File: config.mk
export PLATFORM = sky130hd
export DESIGN_NAME = async_fifo_rd_stream
export DESIGN_NICKNAME = d
export VERILOG_FILES = /design/src/rtl/async_fifo_pkg.sv /design/src/rtl/rd_stream_skid.sv /design/src/rtl/async_fifo_rd_stream.sv
export SDC_FILE = /design/constraint.sdc
export NUM_CORES = 1
export LEC_CHECK = 0
export BUFFER_PORTS_ARGS = -buffer_cell sky130_fd_sc_hd__buf_2
export CORE_MARGIN = 1.5
export CORE_UTILIZATION = 30
export CTS_CLUSTER_SIZE = 12
export DETAILED_ROUTE_END_ITERATION = 8
export PLACE_DENSITY = 0.5
export SETUP_SLACK_MARGIN = 0.5
export SLEW_MARGIN = 10
export SYNTH_ARGS = -nofsm -noshare
export SYNTH_HDL_FRONTEND = slang
export SYNTH_SLANG_ARGS = --single-unit
File: constraint.sdc
create_clock -name rclk -period 7.1 [get_ports rclk]
set_clock_uncertainty 0.2 [all_clocks]
set_input_delay 1.42 -clock rclk [delete_from_list [all_inputs] [get_ports rclk]]
set_output_delay 1.42 -clock rclk [all_outputs]
set_load 0.05 [all_outputs]
File: src/rtl/async_fifo_pkg.sv
// Shared types for the async FIFO read-side stream adapter.
// Holds the drain FSM encoding and the statistics counter width.
package async_fifo_pkg;

  typedef enum logic [1:0] {
    IDLE,
    RUN,
    DRAIN
  } rd_state_e;

  localparam int STAT_W = 16;

  function automatic logic [STAT_W-1:0] sat_inc(
    input logic [STAT_W-1:0] v
  );
    return (&v) ? v : v + 1'b1;
  endfunction

endpackage

File: src/rtl/rd_stream_skid.sv
// Two-entry in-order prefetch buffer for the read stream.
// 1-bit read/write pointers plus an occupancy counter.
module rd_stream_skid
  import async_fifo_pkg::*;
#(
  parameter int DW = 8
) (
  input  logic          i_clk,
  input  logic          i_rst,
  input  logic          i_push,
  input  logic [DW-1:0] i_din,
  input  logic          i_pop,
  output logic [1:0]    o_occ,
  output logic [DW-1:0] o_head
);

  logic [DW-1:0] r_mem [2];
  logic          r_wptr;
  logic          r_rptr;
  logic [1:0]    r_occ;
  logic          w_pop;
  logic          w_push;

  // A push into a full buffer is only accepted alongside a pop.
  assign w_pop  = i_pop && (r_occ != 2'd0);
  assign w_push = i_push && ((r_occ != 2'd2) || w_pop);

  always_ff @(posedge i_clk or posedge i_rst) begin
    if (i_rst) begin
      for (int i = 0; i < 2; i++) r_mem[i] <= '0;
      r_wptr <= 1'b0;
      r_rptr <= 1'b0;
      r_occ  <= 2'd0;
    end else begin
      if (w_push) begin
        r_mem[r_wptr] <= i_din;
        r_wptr        <= ~r_wptr;
      end
      if (w_pop) r_rptr <= ~r_rptr;
      r_occ <= r_occ + {1'b0, w_push} - {1'b0, w_pop};
    end
  end

  assign o_occ  = r_occ;
  assign o_head = r_mem[r_rptr];

endmodule

File: src/rtl/async_fifo_rd_stream.sv
// Read-domain FIFO consumer: credit-based prefetch into a valid/ready stream.
// Optional pop/stall statistics when RD_STREAM_STATS_EN is defined.
module async_fifo_rd_stream
  import async_fifo_pkg::*;
#(
  parameter int DATA_WIDTH = 8,
  parameter int RD_LATENCY = 0,
  parameter int BUF_DEPTH  = 2
) (
  input  logic                  rclk,
  input  logic                  rrst,
  input  logic                  en,
  input  logic                  rempty,
  input  logic [DATA_WIDTH-1:0] rdata,
  output logic                  rinc,
  output logic [DATA_WIDTH-1:0] m_data,
  output logic                  m_valid,
  input  logic                  m_ready,
  output logic                  busy
`ifdef RD_STREAM_STATS_EN
  ,
  output logic [STAT_W-1:0]     pop_cnt,
  output logic [STAT_W-1:0]     stall_cnt
`endif
);

  if (BUF_DEPTH != 2) begin : g_bad_depth
    $error("async_fifo_rd_stream: BUF_DEPTH must be 2");
  end
  if (RD_LATENCY != 0 && RD_LATENCY != 1) begin : g_bad_lat
    $error("async_fifo_rd_stream: RD_LATENCY must be 0 or 1");
  end

  localparam logic [2:0] LP_DEPTH = 3'(BUF_DEPTH);

  rd_state_e r_state;
  rd_state_e w_state_nxt;
  logic      w_run;

  logic [1:0]            w_occ;
  logic [1:0]            w_occ_after;
  logic [2:0]            w_used;
  logic [DATA_WIDTH-1:0] w_head;
  logic                  w_pop;
  logic                  w_push;
  logic                  w_inflight;

  assign m_valid     = (w_occ != 2'd0);
  assign m_data      = w_head;
  assign w_pop       = m_valid && m_ready;
  assign w_occ_after = w_occ - {1'b0, w_pop};
  assign w_used      = {1'b0, w_occ_after} + {2'b0, w_inflight};

  // Credit counts entries left after this cycle's pop plus the word in flight.
  assign rinc = w_run && !rempty && (w_used < LP_DEPTH);

  if (RD_LATENCY == 0) begin : g_lat0
    assign w_push     = rinc;
    assign w_inflight = 1'b0;
  end else begin : g_lat1
    logic r_inflight;
    always_ff @(posedge rclk or posedge rrst) begin
      if (rrst) r_inflight <= 1'b0;
      else      r_inflight <= rinc;
    end
    assign w_push     = r_inflight;
    assign w_inflight = r_inflight;
  end

  rd_stream_skid #(
    .DW (DATA_WIDTH)
  ) u_skid (
    .i_clk  (rclk),
    .i_rst  (rrst),
    .i_push (w_push),
    .i_din  (rdata),
    .i_pop  (w_pop),
    .o_occ  (w_occ),
    .o_head (w_head)
  );

  always_ff @(posedge rclk or posedge rrst) begin
    if (rrst) r_state <= IDLE;
    else      r_state <= w_state_nxt;
  end

  always_comb begin
    w_state_nxt = r_state;
    unique case (r_state)
      IDLE:  if (en) w_state_nxt = RUN;
      RUN:   if (!en) w_state_nxt = DRAIN;
      DRAIN: begin
        if (en)
          w_state_nxt = RUN;
        else if (w_occ_after == 2'd0 && !w_inflight)
          w_state_nxt = IDLE;
      end
      default: w_state_nxt = IDLE;
    endcase
  end

  always_comb begin
    w_run = 1'b0;
    busy  = 1'b0;
    unique case (1'b1)
      (r_state == RUN):   begin w_run = 1'b1; busy = 1'b1; end
      (r_state == DRAIN): busy = 1'b1;
      default: ;
    endcase
  end

`ifdef RD_STREAM_STATS_EN
  logic [STAT_W-1:0] r_pop_cnt;
  logic [STAT_W-1:0] r_stall_cnt;

  always_ff @(posedge rclk or posedge rrst) begin
    if (rrst) begin
      r_pop_cnt   <= '0;
      r_stall_cnt <= '0;
    end else begin
      if (rinc)
        r_pop_cnt <= sat_inc(r_pop_cnt);
      if (m_valid && !m_ready)
        r_stall_cnt <= sat_inc(r_stall_cnt);
    end
  end

  assign pop_cnt   = r_pop_cnt;
  assign stall_cnt = r_stall_cnt;
`endif

endmodule

# Word level (Yosys, flattened, before mapping)
# Index checks and enable logic that the tools add are counted.
# totals
mem_bits_rw,0
out_inout_bits,11
wordCells,49
inputBits,13
ff_bits,22
n_memories,0
mem_bits_ro,0
latch_bits,0
# classes
mul,0
bitwise,4
addsub,3
div,0
magnitude_cmp,4
eq_ne,6
muxes,13
n_reduce_logical,13
n_shift,0
# op_table
op,n
$mux W8,4
$bwmux W16,1
$demux W8 S1,1
$mux W2,4
$logic_and A1 B1 Y1,6
$ne A2 B2 Y1 const B,3
$pmux W2 S3,1
$ge A2 B2 Y1 const B,2
$logic_not A2 Y1,2
$not A1 Y2,2
$sub A2 B1 Y2,2
$ne A3 B3 Y1 const B,1
$reduce_and A3 Y1,1
$add A2 B1 Y2,1
$eq A2 B1 Y1 const B,1
$eq A2 B2 Y1 const B,1
$lt A2 B1 Y1 const B,1
$lt A2 B2 Y1 const B,1
$mux W1,2
$not A1 Y1,2
$reduce_bool A2 Y1,1
$reduce_or A2 Y1,1
$logic_not A1 Y1,1
$logic_or A1 B1 Y1,1

# Longest topological paths before layout
# depth
word_depth,8
depth_mapped,9
mapped_depth_nobuf,9

# Cells and area by module
# A second synthesis with hierarchy kept.
# hier_totals
cells_unflattened,93
area_unflattened_um2,1133.6
# by_module_without_submodules
mod,instances,cells_per_inst,area_per_inst_um2,seq_area_each_um2
rd_stream_skid,1,69,902.1,500.5
async_fifo_rd_stream,1,24,231.5,50.0

# Worst setup path after synthesis
# Ideal clock, no wire load.
# synth_path
path_type,input port to output port
start,in m_ready
end,out rinc
path_slack_ns,2.917
stages,4
path_buffers,0
required_time_ns,5.480
t_arrival_ns,2.563
cell_sequence,and2_1 ha_1 xor2_1 nor2_1
# synth_via
elab_chain_cells,4
# synth_lines
item,line,rtl
start: declaration,async_fifo_rd_stream.sv:18,"input logic m_ready,"
$logic_and A1 B1 Y1,async_fifo_rd_stream.sv:50,assign w_pop = m_valid && m_ready;
$sub A2 B1 Y2,async_fifo_rd_stream.sv:51,"assign w_occ_after = w_occ - {1'b0, w_pop};"
$lt A2 B2 Y1,async_fifo_rd_stream.sv:55,assign rinc = w_run && !rempty && (w_used < LP_DEPTH);
$logic_and A1 B1 Y1,async_fifo_rd_stream.sv:55,
end: declaration,async_fifo_rd_stream.sv:15,"output logic rinc,"
# Every way passes these cells.

# Worst setup path after layout
# Same ends and word-level chain as after synthesis.

==> qor.txt <==
Max-slew headroom: 0.429
Outcome: finished clean
DIE AREA: 0.00427 sq mm
Fin crit period: 4.02 ns
Mapped Area: 0.00117 sq mm
Max-cap violation count: 0
WP data required: 5.48 ns
Final net count: 135
Clk_lat worst skew: 0.25 ns
Fin crit share: 0.566
Final Setup Violations: 0
Critical-path cell list: buf_2 -> and2_1 -> ha_1 -> xor2_1 -> nor2_1 -> buf_2
Mapped Cells: 88
Pre-antenna DRT Iters: 2
Sequential area share after synthesis: 0.472
CP Buf/Inv Count: 2
HP Class: flop to flop
Critical path's slowest cell: buf_2
Synth area leader: dfrtp_1
WL/cell: 12.7 um
Largest net degree at the start of global routing: 23
TNS Setup: 0 ns
Clk root buf: clkbuf_8
# clock sinks: 22
DRT iter0 DRCs: 12
Setup ws final: 3.08 ns
CTS tree: done
Total Routing Usage GR: 0.110
Vias in the first global route: 774
Top cell type's share of synthesized area: 0.472
H-Tree Depth: 1
Final wirelength: 2.05 mm
CTS clk-pin slew, worst paths: 0.08 ns
First-pass GRT wire length: 3.57 mm
Pins Over Slew Limit: 0
Hold_buf cts: 0
Total CTS buffers: 3
Post-synth EDFFs: 0
Most used DFF post-synth: dfrtp_1
Die height: 65.4 um
Crit path max-delay family: buffers and inverters
Crit. End Element: output pin
Crit-path max FO: 3
#FFs+latches synth: 22
P&R area growth vs syn: 19.8%
Gpl congestion: 0.642
IO Count: 24
Yosys warns: 0
Core Rows: 22
DR vias: 721
RSZ-0062 raised after global routing: false
DRC: 0
Routed Antenna Nets: 0
Initial antenna violation count: 0
CP most frequent cell: buf_2
Fin area: 0.00140 sq mm
Setup bufs post-CTS: 0
CP peak stage delay: 0.26 ns
Initial core utilization: 0.316
Fmax: 0.249 GHz
Synth cell types: 22
Ant diodes: 0
Drt via density: 4.48
Mean area per synthesized cell: 13.3 sq um
DP Area: 0.00133 sq mm
Post-synth top cells: dfrtp_1 (22), mux2_2 (17), ha_1 (8), mux2_4 (8), inv_1 (6)
Async S/R FF share, synth: 1.00
Dpl ws: 3.08 ns
Die X: 65.4 um
Share of layout cells above drive strength 1: 0.496
CP Class: input port to output pin
Top cells by area, synth: dfrtp_1 (47%), mux2_2 (16%), mux2_4 (10%)
Clock Tree Buf Depth: 2
Hold Vio Cnt, Final: 0
Util after Layout: 0.379
# resized after CTS: 0
Remaining Overflow, GRT: 0
Syn nets: 109
Critical path arrival: 2.40 ns
Core box area: 0.00369 sq mm
Number of port buffers: 23
Worst Tran Pin Value: 0.855 ns
Count leader, synth: dfrtp_1
Worst setup SP type: input port
DP HPWL: 1.46 mm
## worst reg2reg max path: stages, from the launching register on
cell,delay (ns)
dfrtp_1,0.44
or2_2,0.31
and2_1,0.16
ha_1,0.21
o21a_2,0.23
or3b_1,0.62
mux2_4,0.39
## kinds of logic after synthesis
kind of cell	after synthesis	share of synthesized area
and+or+nand+nor	12	0.0643
adders and majority gates	8	0.0857
AOI/OAI and AO/OA	8	0.0418
xor gates and xnor gates	5	0.0375
buffers and inverters	8	0.0321
DFF	22	0.472
muxes	25	0.267
## cell type report
cell class / instances / area, sq um
tap: 48 / 60.1
multi-input combinational: 58 / 579
clock inverter: 1 / 30.0
inverter: 6 / 22.5
sequential: 22 / 551
fill: 384 / 2290
clock buffer: 3 / 41.3
timing repair buffer: 23 / 115
## placed cells by master, fill, tap and decap left out, types with 2 or more instances in the layout
master,instances
buf_2,23
dfrtp_1,22
mux2_2,17
mux2_4,8
ha_1,8
inv_1,6
nor2_1,4
o21ai_0,4
xor2_1,3
clkbuf_8,3
and2_1,2
xnor2_1,2
## per-stage QoR
step | std cells | hold slack (ns)
after floorplan | 88 | 0.273
after global placement | 157 | 0.285
after detailed placement | 157 | 0.291
after CTS | 161 | 0.313
after global routing | 161 | 0.327
final | 161 | 0.309
## routing by layer
metal / share of wire / global-route usage / vias up / routed length (um)
met3: 0.041 / 0.0205 / 2 / 83
met4: 0.0073 / 0.0313 / 0 / 15
met5: 0 / 0 / - / 0
met1: 0.49 / 0.145 / 351 / 1000
li1: - / - / 351 / -
met2: 0.46 / 0.185 / 17 / 946
## state kept, by name, summed over array words and instances (netlist names)
register,count
u_skid.r_wptr,1
u_skid.o_occ,2
r_state,2
u_skid.r_rptr,1
u_skid.r_mem,16
## worst paths after layout
kind | start | end | slack (ns) | cells after the start
min in group asynchronous | rrst | u_skid.r_mem[9]$_DFFE_PP0P_ | 1.13 | 2
worst max-delay path | m_ready | rinc | 3.08 | 6
worst max register to register | u_skid.o_occ[1]$_DFF_PP0_ | u_skid.r_mem[7]$_DFFE_PP0P_ | 4.43 | 6
worst min register to register | u_skid.r_mem[13]$_DFFE_PP0P_ | u_skid.r_mem[13]$_DFFE_PP0P_ | 0.31 | 1
worst min-delay path | u_skid.r_mem[13]$_DFFE_PP0P_ | u_skid.r_mem[13]$_DFFE_PP0P_ | 0.31 | 1
max in group asynchronous | rrst | u_skid.r_mem[10]$_DFFE_PP0P_ | 5.05 | 2
Power is left out: the tool's default activity adds up to more than one toggle a clock period on the data nets, which glitch-free logic cannot reach.
